`src/rtl/traffic_sink.sv`:
```
// Ejection-side packet consumer: accepts one packet at a time over rec_req/rec_ack,
// checks flit order, destination and body length, and keeps latency and saturating statistics.
module traffic_sink #(
  parameter int FLIT_SIZE  = 32,
  parameter int X_ADDR     = 0,
  parameter int Y_ADDR     = 0,
  parameter int BODY_COUNT = 2,
  parameter int TIMEOUT    = 64,
  parameter int CNT_W      = 16
) (
  input  logic                 clk,
  input  logic                 reset,
  input  logic                 i_enable,
  input  logic                 i_rec_req,
  output logic                 o_rec_ack,
  input  logic [FLIT_SIZE-1:0] i_flit,
  output logic                 o_pkt_done,
  output logic                 o_err,
  output logic [2:0]           o_err_code,
  output logic [15:0]          o_last_latency,
  output logic [CNT_W-1:0]     o_pkt_count,
  output logic [CNT_W-1:0]     o_flit_count,
  output logic [CNT_W-1:0]     o_err_count,
  output logic [1:0]           o_dbg_state
);

  // Handshake: o_rec_ack is a decode of the registered state, so it is high exactly
  // while the sink owns the port; a flit is consumed on every rising edge with
  // o_rec_ack=1, and a flit with its valid bit clear is a bubble.
  typedef enum logic [1:0] {
    IDLE      = 2'd0,
    WAIT_HEAD = 2'd1,
    BODY      = 2'd2,
    DRAIN     = 2'd3
  } state_t;

  localparam logic [1:0] TY_HEAD = 2'd1;
  localparam logic [1:0] TY_BODY = 2'd2;
  localparam logic [1:0] TY_TAIL = 2'd3;

  localparam logic [2:0] ERR_SEQ     = 3'd1;
  localparam logic [2:0] ERR_DEST    = 3'd2;
  localparam logic [2:0] ERR_LEN     = 3'd3;
  localparam logic [2:0] ERR_TIMEOUT = 3'd4;

  localparam int          TW     = $clog2(TIMEOUT + 1);
  localparam logic [TW-1:0] TMAX = TW'(TIMEOUT - 1);
  localparam logic [7:0]  BC     = 8'(BODY_COUNT);
  localparam logic [3:0]  X_EXP  = 4'(X_ADDR);
  localparam logic [3:0]  Y_EXP  = 4'(Y_ADDR);

  state_t          state, state_d;
  logic [7:0]      bodycnt, bodycnt_d;
  logic [TW-1:0]   timer, timer_d;
  logic [15:0]     cycle_cnt;
  logic            err_fire;
  logic [2:0]      err_code_d;
  logic            accept;

  logic            f_valid;
  logic [1:0]      f_type;
  logic [3:0]      f_x;
  logic [3:0]      f_y;
  logic [15:0]     f_payload;
  logic            unused_flit_bits;

  assign f_valid   = i_flit[FLIT_SIZE-1];
  assign f_type    = i_flit[FLIT_SIZE-2 -: 2];
  assign f_x       = i_flit[FLIT_SIZE-4 -: 4];
  assign f_y       = i_flit[FLIT_SIZE-8 -: 4];
  assign f_payload = i_flit[15:0];
  assign unused_flit_bits = ^i_flit[FLIT_SIZE-12:16];

  assign o_rec_ack   = (state != IDLE);
  assign o_dbg_state = state;

  always_comb begin
    state_d    = state;
    bodycnt_d  = bodycnt;
    timer_d    = timer;
    err_fire   = 1'b0;
    err_code_d = 3'd0;
    accept     = 1'b0;
    case (state)
      IDLE: begin
        timer_d = '0;
        if (i_rec_req && i_enable) state_d = WAIT_HEAD;
      end
      default: begin
        if (!f_valid) begin
          // Bubbles age the packet; DRAIN gives up silently since its error is already reported.
          if (timer == TMAX) begin
            timer_d = '0;
            state_d = IDLE;
            if (state != DRAIN) begin
              err_fire   = 1'b1;
              err_code_d = ERR_TIMEOUT;
            end
          end else begin
            timer_d = timer + TW'(1);
          end
        end else begin
          timer_d = '0;
          case (state)
            WAIT_HEAD: begin
              if (f_type == TY_HEAD) begin
                if (f_x == X_EXP && f_y == Y_EXP) begin
                  state_d   = BODY;
                  bodycnt_d = 8'd0;
                end else begin
                  state_d    = DRAIN;
                  err_fire   = 1'b1;
                  err_code_d = ERR_DEST;
                end
              end else begin
                state_d    = DRAIN;
                err_fire   = 1'b1;
                err_code_d = ERR_SEQ;
              end
            end
            BODY: begin
              case (f_type)
                TY_BODY: begin
                  if (bodycnt == BC) begin
                    state_d    = DRAIN;
                    err_fire   = 1'b1;
                    err_code_d = ERR_LEN;
                  end else begin
                    bodycnt_d = bodycnt + 8'd1;
                  end
                end
                TY_TAIL: begin
                  state_d = IDLE;
                  if (bodycnt == BC) begin
                    accept = 1'b1;
                  end else begin
                    err_fire   = 1'b1;
                    err_code_d = ERR_LEN;
                  end
                end
                default: begin
                  state_d    = DRAIN;
                  err_fire   = 1'b1;
                  err_code_d = ERR_SEQ;
                end
              endcase
            end
            DRAIN: begin
              if (f_type == TY_TAIL) state_d = IDLE;
            end
            default: state_d = IDLE;
          endcase
        end
      end
    endcase
  end

  always_ff @(posedge clk) begin
    if (reset) begin
      state          <= IDLE;
      bodycnt        <= 8'd0;
      timer          <= '0;
      cycle_cnt      <= 16'd0;
      o_pkt_done     <= 1'b0;
      o_err          <= 1'b0;
      o_err_code     <= 3'd0;
      o_last_latency <= 16'd0;
      o_pkt_count    <= '0;
      o_flit_count   <= '0;
      o_err_count    <= '0;
    end else begin
      state      <= state_d;
      bodycnt    <= bodycnt_d;
      timer      <= timer_d;
      cycle_cnt  <= cycle_cnt + 16'd1;
      o_pkt_done <= accept;
      o_err      <= err_fire;
      if (err_fire) begin
        o_err_code <= err_code_d;
        if (o_err_count != '1) o_err_count <= o_err_count + CNT_W'(1);
      end
      if (accept) begin
        o_last_latency <= cycle_cnt - f_payload;
        if (o_pkt_count != '1) o_pkt_count <= o_pkt_count + CNT_W'(1);
      end
      if (state != IDLE && f_valid && o_flit_count != '1)
        o_flit_count <= o_flit_count + CNT_W'(1);
    end
  end

endmodule

```
`config.mk`:
```
export PLATFORM = sky130hd
export DESIGN_NAME = traffic_sink
export DESIGN_NICKNAME = d
export VERILOG_FILES = /design/src/rtl/traffic_sink.sv
export SDC_FILE = /design/constraint.sdc
export NUM_CORES = 1
export LEC_CHECK = 0
export BUFFER_PORTS_ARGS = -buffer_cell sky130_fd_sc_hd__buf_2
export CAP_MARGIN = 20
export CORE_MARGIN = 3
export CORE_UTILIZATION = 45
export CTS_CLUSTER_DIAMETER = 120
export CTS_CLUSTER_SIZE = 10
export DETAILED_ROUTE_END_ITERATION = 12
export PLACE_DENSITY_LB_ADDON = 0.25
export SETUP_SLACK_MARGIN = 0.1
export SLEW_MARGIN = 20
export SYNTH_ARGS = -nofsm -noshare
export SYNTH_HDL_FRONTEND = slang
export SYNTH_SLANG_ARGS = --single-unit
```
`constraint.sdc`:
```
create_clock -name clk -period 2.5 [get_ports clk]
set_input_delay 0.625 -clock clk [delete_from_list [all_inputs] [get_ports clk]]
set_output_delay 0.625 -clock clk [all_outputs]
set_load 0.01 [all_outputs]
```
# After elaboration in Yosys (flattened, before gate mapping)
# Index checks and enable logic that the tools add are counted.
dict set report word_totals {
  regBits 102
  latch_bits 0
  mem_bits_rw 0
  mem_bits_ro 0
  in_bits 36
  output_inout_bits 72
  wordCells 92
  memories 0
}
dict set report classes {
  addsub 7
  multipliers 0
  div 0
  order_cmp 0
  n_eq_ne 19
  shift 0
  muxes 39
  n_bitwise 1
  reduce_logical 15
}
# op n
set op_table {}
lappend op_table {{adder 16 x 1 -> 16 bit, second input constant} 4}
lappend op_table {{inequality test 16 bit, second input constant} 3}
lappend op_table {{two-way mux 8 bit} 4}
lappend op_table {{two-way mux 2 bit} 10}
lappend op_table {{one-hot mux 8 bit (2 select lines)} 1}
lappend op_table {{subtractor 16 bit} 1}
lappend op_table {{two-way mux 3 bit} 5}
lappend op_table {{two-way mux 1 bit} 13}
lappend op_table {{one-hot mux 3 bit (2 select lines)} 2}
lappend op_table {{inequality test 2 bit, second input constant} 5}
lappend op_table {{adder 8 x 1 -> 8 bit, second input constant} 1}
lappend op_table {{== test 2 bit, second input constant} 4}
lappend op_table {{== test 8 x 2 -> 1 bit, second input constant} 1}
lappend op_table {{logical NOT 4 bit} 2}
lappend op_table {{adder 7 x 1 -> 7 bit, second input constant} 1}
lappend op_table {{== test 7 x 6 -> 1 bit, second input constant} 1}
lappend op_table {{AND reduction 7 bit} 1}
lappend op_table {{one-hot mux 2 bit (3 select lines)} 1}
lappend op_table {{inequality test 5 bit, second input constant} 1}
lappend op_table {{== test 2 x 1 -> 1 bit, second input constant} 2}
lappend op_table {{logical AND 1 bit} 4}
lappend op_table {{inequality test 4 x 3 -> 1 bit, second input constant} 1}
lappend op_table {{one-hot mux 1 bit (2 select lines)} 2}
lappend op_table {{one-hot mux 2 bit (2 select lines)} 1}
lappend op_table {{other kinds (8)} 10}

# Depth between registers and ports, before layout
dict set report logic_depth {
  depth_word 8
  mapped_depth 10
  depth_no_buf 10
}

# Least setup slack after synthesis
# No wires, ideal clock.
dict set report synth_path {
  kind {reg-to-reg}
  from {register bodycnt[0]}
  to {register o_err_count[15]}
  setup_ns 0.121
  arrival_time_ns 2.502
  t_required_ns 2.379
  path_slack_ns -0.123
  stages_incl_launch_ff 10
  path_buffers 1
  period_less_slack_ns 2.623
  path_cell_list {dfxtp_1 > inv_1 > ha_1 > or4b_4 > or3_1 > a311oi_2 > o21ai_2 > buf_6 > nor4_1 > mux2_2}
}
dict set report synth_between {
  elab_chain_cells 7
  elab_cells_between_ends 8
  classes_between {1 x eq/ne; 6 x mux; 1 x reduce/logical}
}
# item line_no
set synth_rtl {}
lappend synth_rtl {{start, declared} 53} ;# logic [7:0] bodycnt, bodycnt_d;
lappend synth_rtl {{start signal, assigned} 173} ;# bodycnt <= bodycnt_d;
lappend synth_rtl {{== test 8 x 2 -> 1 bit *} {124, 134}}
lappend synth_rtl {{two-way mux 1 bit, on equally long branches} {134, 124}}
lappend synth_rtl {{one-hot mux 1 bit (2 select lines) *} 122} ;# case (f_type)
lappend synth_rtl {{one-hot mux 1 bit (2 select lines) *} 104} ;# case (state)
lappend synth_rtl {{two-way mux 1 bit *} 90} ;# if (!f_valid) begin
lappend synth_rtl {{two-way mux 1 bit *} 84} ;# case (state)
lappend synth_rtl {{AND reduction 2 bit (no source line) *} n/a}
lappend synth_rtl {{end signal, assigned} 180} ;# if (o_err_count != '1) o_err_count <= o_err_count + CNT_W'(1);
lappend synth_rtl {{end, declared} 23} ;# output logic [CNT_W-1:0] o_err_count,
# Every way passes the cells marked *; elsewhere a longest branch is shown, timed or not.
# A chain may end at the register's enable or synchronous reset.

# Final worst setup path
dict set report layout_path {
  from {register bodycnt[0]}
  to {register o_err_count[9]}
}
# Same word-level chain as after synthesis.

==> impl_metrics.py <==
metrics = {
    "run_status": {
        "status": "complete, but fails checks",
        "failed_checks": "negative setup slack",
    },
    "finish": {
        "num_antenna_cells": 0,
        "final_core_util_pct": 61.59,
        "layout-drive-gt1-share_pct": 29.14,
        "fillerInstances": 1009,
        "nets": 862,
        "areaGrowthSynthToFinish_pct": 32.67,
    },
    "worst_setup_path": {
        "critPathRequiredTime_ns": 2.78,
        "worstSetupEndpointType": "flip-flop",
        "path_cells": "inv_2 > ha_4 > or4b_4 > or3_4 > a311oi_4 > o21ai_2 > buf_12 > or4_4 > a21oi_2",
        "cp.buffers_inverters": 2,
        "crit_fanout": 23,
        "arrival_ns": 2.85,
        "start_kind": "flip-flop",
        "cp_slowest_cell": "or4b_4",
        "critPathTopFamily": "simple AND/OR/NAND/NOR gates",
        "criticalPathCategory": "reg -> reg",
        "cp_slowest_stage_delay_ns": 0.47,
    },
    "timing": {
        "setup_viol": 12,
        "slew_violations": 0,
        "fin_ws_ns": -0.07078,
        "fin_crit_ns": 2.571,
        "grt_setup_unrepaired": "true",
        "max_freq_mhz": 389.0,
        "tns_ns": -0.3368,
        "post-route-period-util_pct": 102.8,
        "relSlewSlack_pct": 50.17,
        "hold_viol_final": 0,
        "fin_skew_ns": 0.009848,
        "worst_slew_pin_slew_ns": 0.7381,
    },
    "global_route": {
        "antenna_found_initial": 0,
        "grt_pass1_wl_um": 22780,
        "grt_max_degree": 56,
        "met2_usage_pct": 34.03,
        "gr-usage-met3_pct": 4.368,
        "use_met1_pct": 27.01,
        "gr-usage-all-layers_pct": 20.86,
        "grt_overflow": 0,
        "busiest_layer": "met2",
        "grt_pass1_vias": 4989,
    },
    "yosys": {
        "async_flop_share_pct": 0,
        "syn_area_per_cell_um2": 8.302,
        "synthesis.nets": 707,
        "ys_seq_area_share_pct": 38.19,
        "synth_seq_cells": 102,
        "synth_edf_count": 0,
        "syn_inst": 644,
        "yosys.cell_types.count": 57,
        "synth_commonest_cells": "dfxtp_1, nor2_1, nand2_1, a21oi_1",
        "synth_warnings": 0,
        "netlist.area_leader.share_pct": 38.19,
        "synth_top_area_cell": "dfxtp_1",
        "synthTopCellsByArea": "dfxtp_1, ha_1, nor2_1",
        "syn_area_um2": 5346,
        "synth.most_common_cell": "dfxtp_1",
        "synthFlopType": "dfxtp_1",
    },
    "routing": {
        "drcViolationCount": 0,
        "avgViaCountPerCell": 5.512,
        "drtIter0Drc": 299,
        "final_antenna_net_count": 0,
        "firstDrtPassIters": 5,
        "wire_per_inst_um": 14.48,
        "num_vias": 5214,
        "drt-total-wl_um": 13700,
    },
    "pwr": {
        "power_leakage_nw": 2.998,
        "vdd_drop_max_mv": 0.3098,
        "fin_total_pwr_w": 0.003362,
        "power.density_nw_per_um2": 473.9,
    },
    "clocking": {
        "cts_buffers": 9,
        "clockBufferDepth": 2,
        "cts_tree": "yes",
        "numClockSinks": 102,
        "clk_pin_slew_worst_paths_ns": 0.07,
        "cts-root-buf": "clkbuf_16",
        "cts_max_level": 3,
        "worstSkewPairLatency_ns": 0.35,
        "postCtsHoldBufs": 0,
    },
    "die": {
        "rows": 39,
        "start_util_pct": 46.43,
        "ios": 108,
        "die_h_um": 115,
        "die_width_um": 115,
        "core_um2": 11520,
        "die_area_um2": 13230,
    },
    "worst_hold_path": {
        "hp-class": "reg -> reg",
    },
    "place": {
        "place.gp.congestion": 0.9088,
        "numPortBuffers": 102,
        "hpwl_um": 10020,
    },
    "job": {
        "drv_cap": 0,
    },
}
flip-flops by register name (all words and copies together), names as in the netlist:
signal,cells
timer,7
o_err,1
o_flit_count,16
o_dbg_state,2
bodycnt,8
o_err_code,3
o_last_latency,16
o_pkt_count,16
o_pkt_done,1
cycle_cnt,16
o_err_count,16
cell type report:
class	count	area (um2)	share of cell area, %
Tap cell	143	178.9	2.522
Clock buffer	11	242.7	3.422
Timing Repair Buffer	162	1050	14.80
Clock inverter	4	55.05	0.7762
Multi-Input combinational cell	487	3383	47.70
Inverter	37	138.9	1.958
Sequential cell	102	2044	28.82
placed cells by master, fill, tap and decap left out, types with 3 or more instances in the layout:
cell / count
a211oi_1: 6
a21o_1: 10
a21oi_1: 33
a21oi_2: 8
a31oi_1: 3
and2_1: 3
and3_1: 13
and3_4: 3
and4_1: 6
buf_2: 102
buf_4: 44
buf_6: 13
clkbuf_16: 9
dfxtp_1: 100
ha_1: 23
inv_1: 36
nand2_1: 49
nand3_1: 33
nand3_2: 3
nand4_1: 18
nor2_1: 77
nor2b_1: 7
nor3_1: 14
nor4_1: 3
nor4_2: 4
o211ai_1: 4
o21a_1: 3
o21ai_0: 18
o31ai_1: 9
or3_1: 16
or4_1: 11
or4_4: 4
xnor2_1: 20
xor2_1: 28
power by group:
part / switching (W) / total (W) / internal [W]
Clock: 0.000616 / 0.00142 / 0.000804
Sequential: 0.0000114 / 0.00165 / 0.00164
Combinational: 0.000172 / 0.000294 / 0.000122
worst register-to-register path, stage by stage, from the launching register on:
cell      delay [ns]
dfxtp_2         0.32
inv_2           0.06
ha_4            0.13
or4b_4          0.47
or3_4           0.40
a311oi_4        0.26
o21ai_2         0.11
buf_12          0.16
or4_4           0.43
a21oi_2         0.16
path summary, 6_finish.rpt:
kind         startpoint              to  slack, ns  depth (start not counted)
max          bodycnt[0]  o_err_count[9]      -0.07                          9
min            timer[0]        timer[0]       0.45                          1
max reg2reg  bodycnt[0]  o_err_count[9]      -0.07                          9
min reg2reg    timer[0]        timer[0]       0.45                          1
timing repair:
item | CTS | global route
endpoints found under the setup margin | 38 | 47
cloned | 1 | 0
pin swaps | 20 | 12
gates resized for setup | 32 | 38
setup buffers | 5 | 5
layer usage:
| metal | wire [um] | share of wire (%) |
|---|---|---|
| met5 | 0 | 0 |
| met3 | 565 | 4.1 |
| met2 | 6590 | 48 |
| met4 | 273 | 2.0 |
| met1 | 6270 | 46 |
per-stage QoR:
step | instances | hold slack, ns | cell area, um2 | worst slack [ns]
2_1_floorplan | 644 | 0.4175 | 5400 | 0.04236
3_3_place_gp | 922 | 0.4280 | 6407 | -0.1194
3_5_place_dp | 922 | 0.4411 | 6407 | -0.2052
4_1_cts | 943 | 0.4508 | 6898 | -0.08373
5_1_grt | 946 | 0.4793 | 7093 | -0.1406
6_report | 946 | 0.4452 | 7093 | -0.07078
cell families (layout without fill, tap and decap cells):
kind of cell / Yosys count / in the layout / synth area share (%)
simple gates: 280 / 280 / 26.56
compound gates: 126 / 126 / 15.75
flops: 102 / 102 / 38.19
buf+inv: 55 / 214 / 4.049
xor+xnor: 50 / 50 / 8.191
fa+ha+maj: 27 / 27 / 6.459
mux: 4 / 4 / 0.7957
Power figures use the tool's default switching activity.
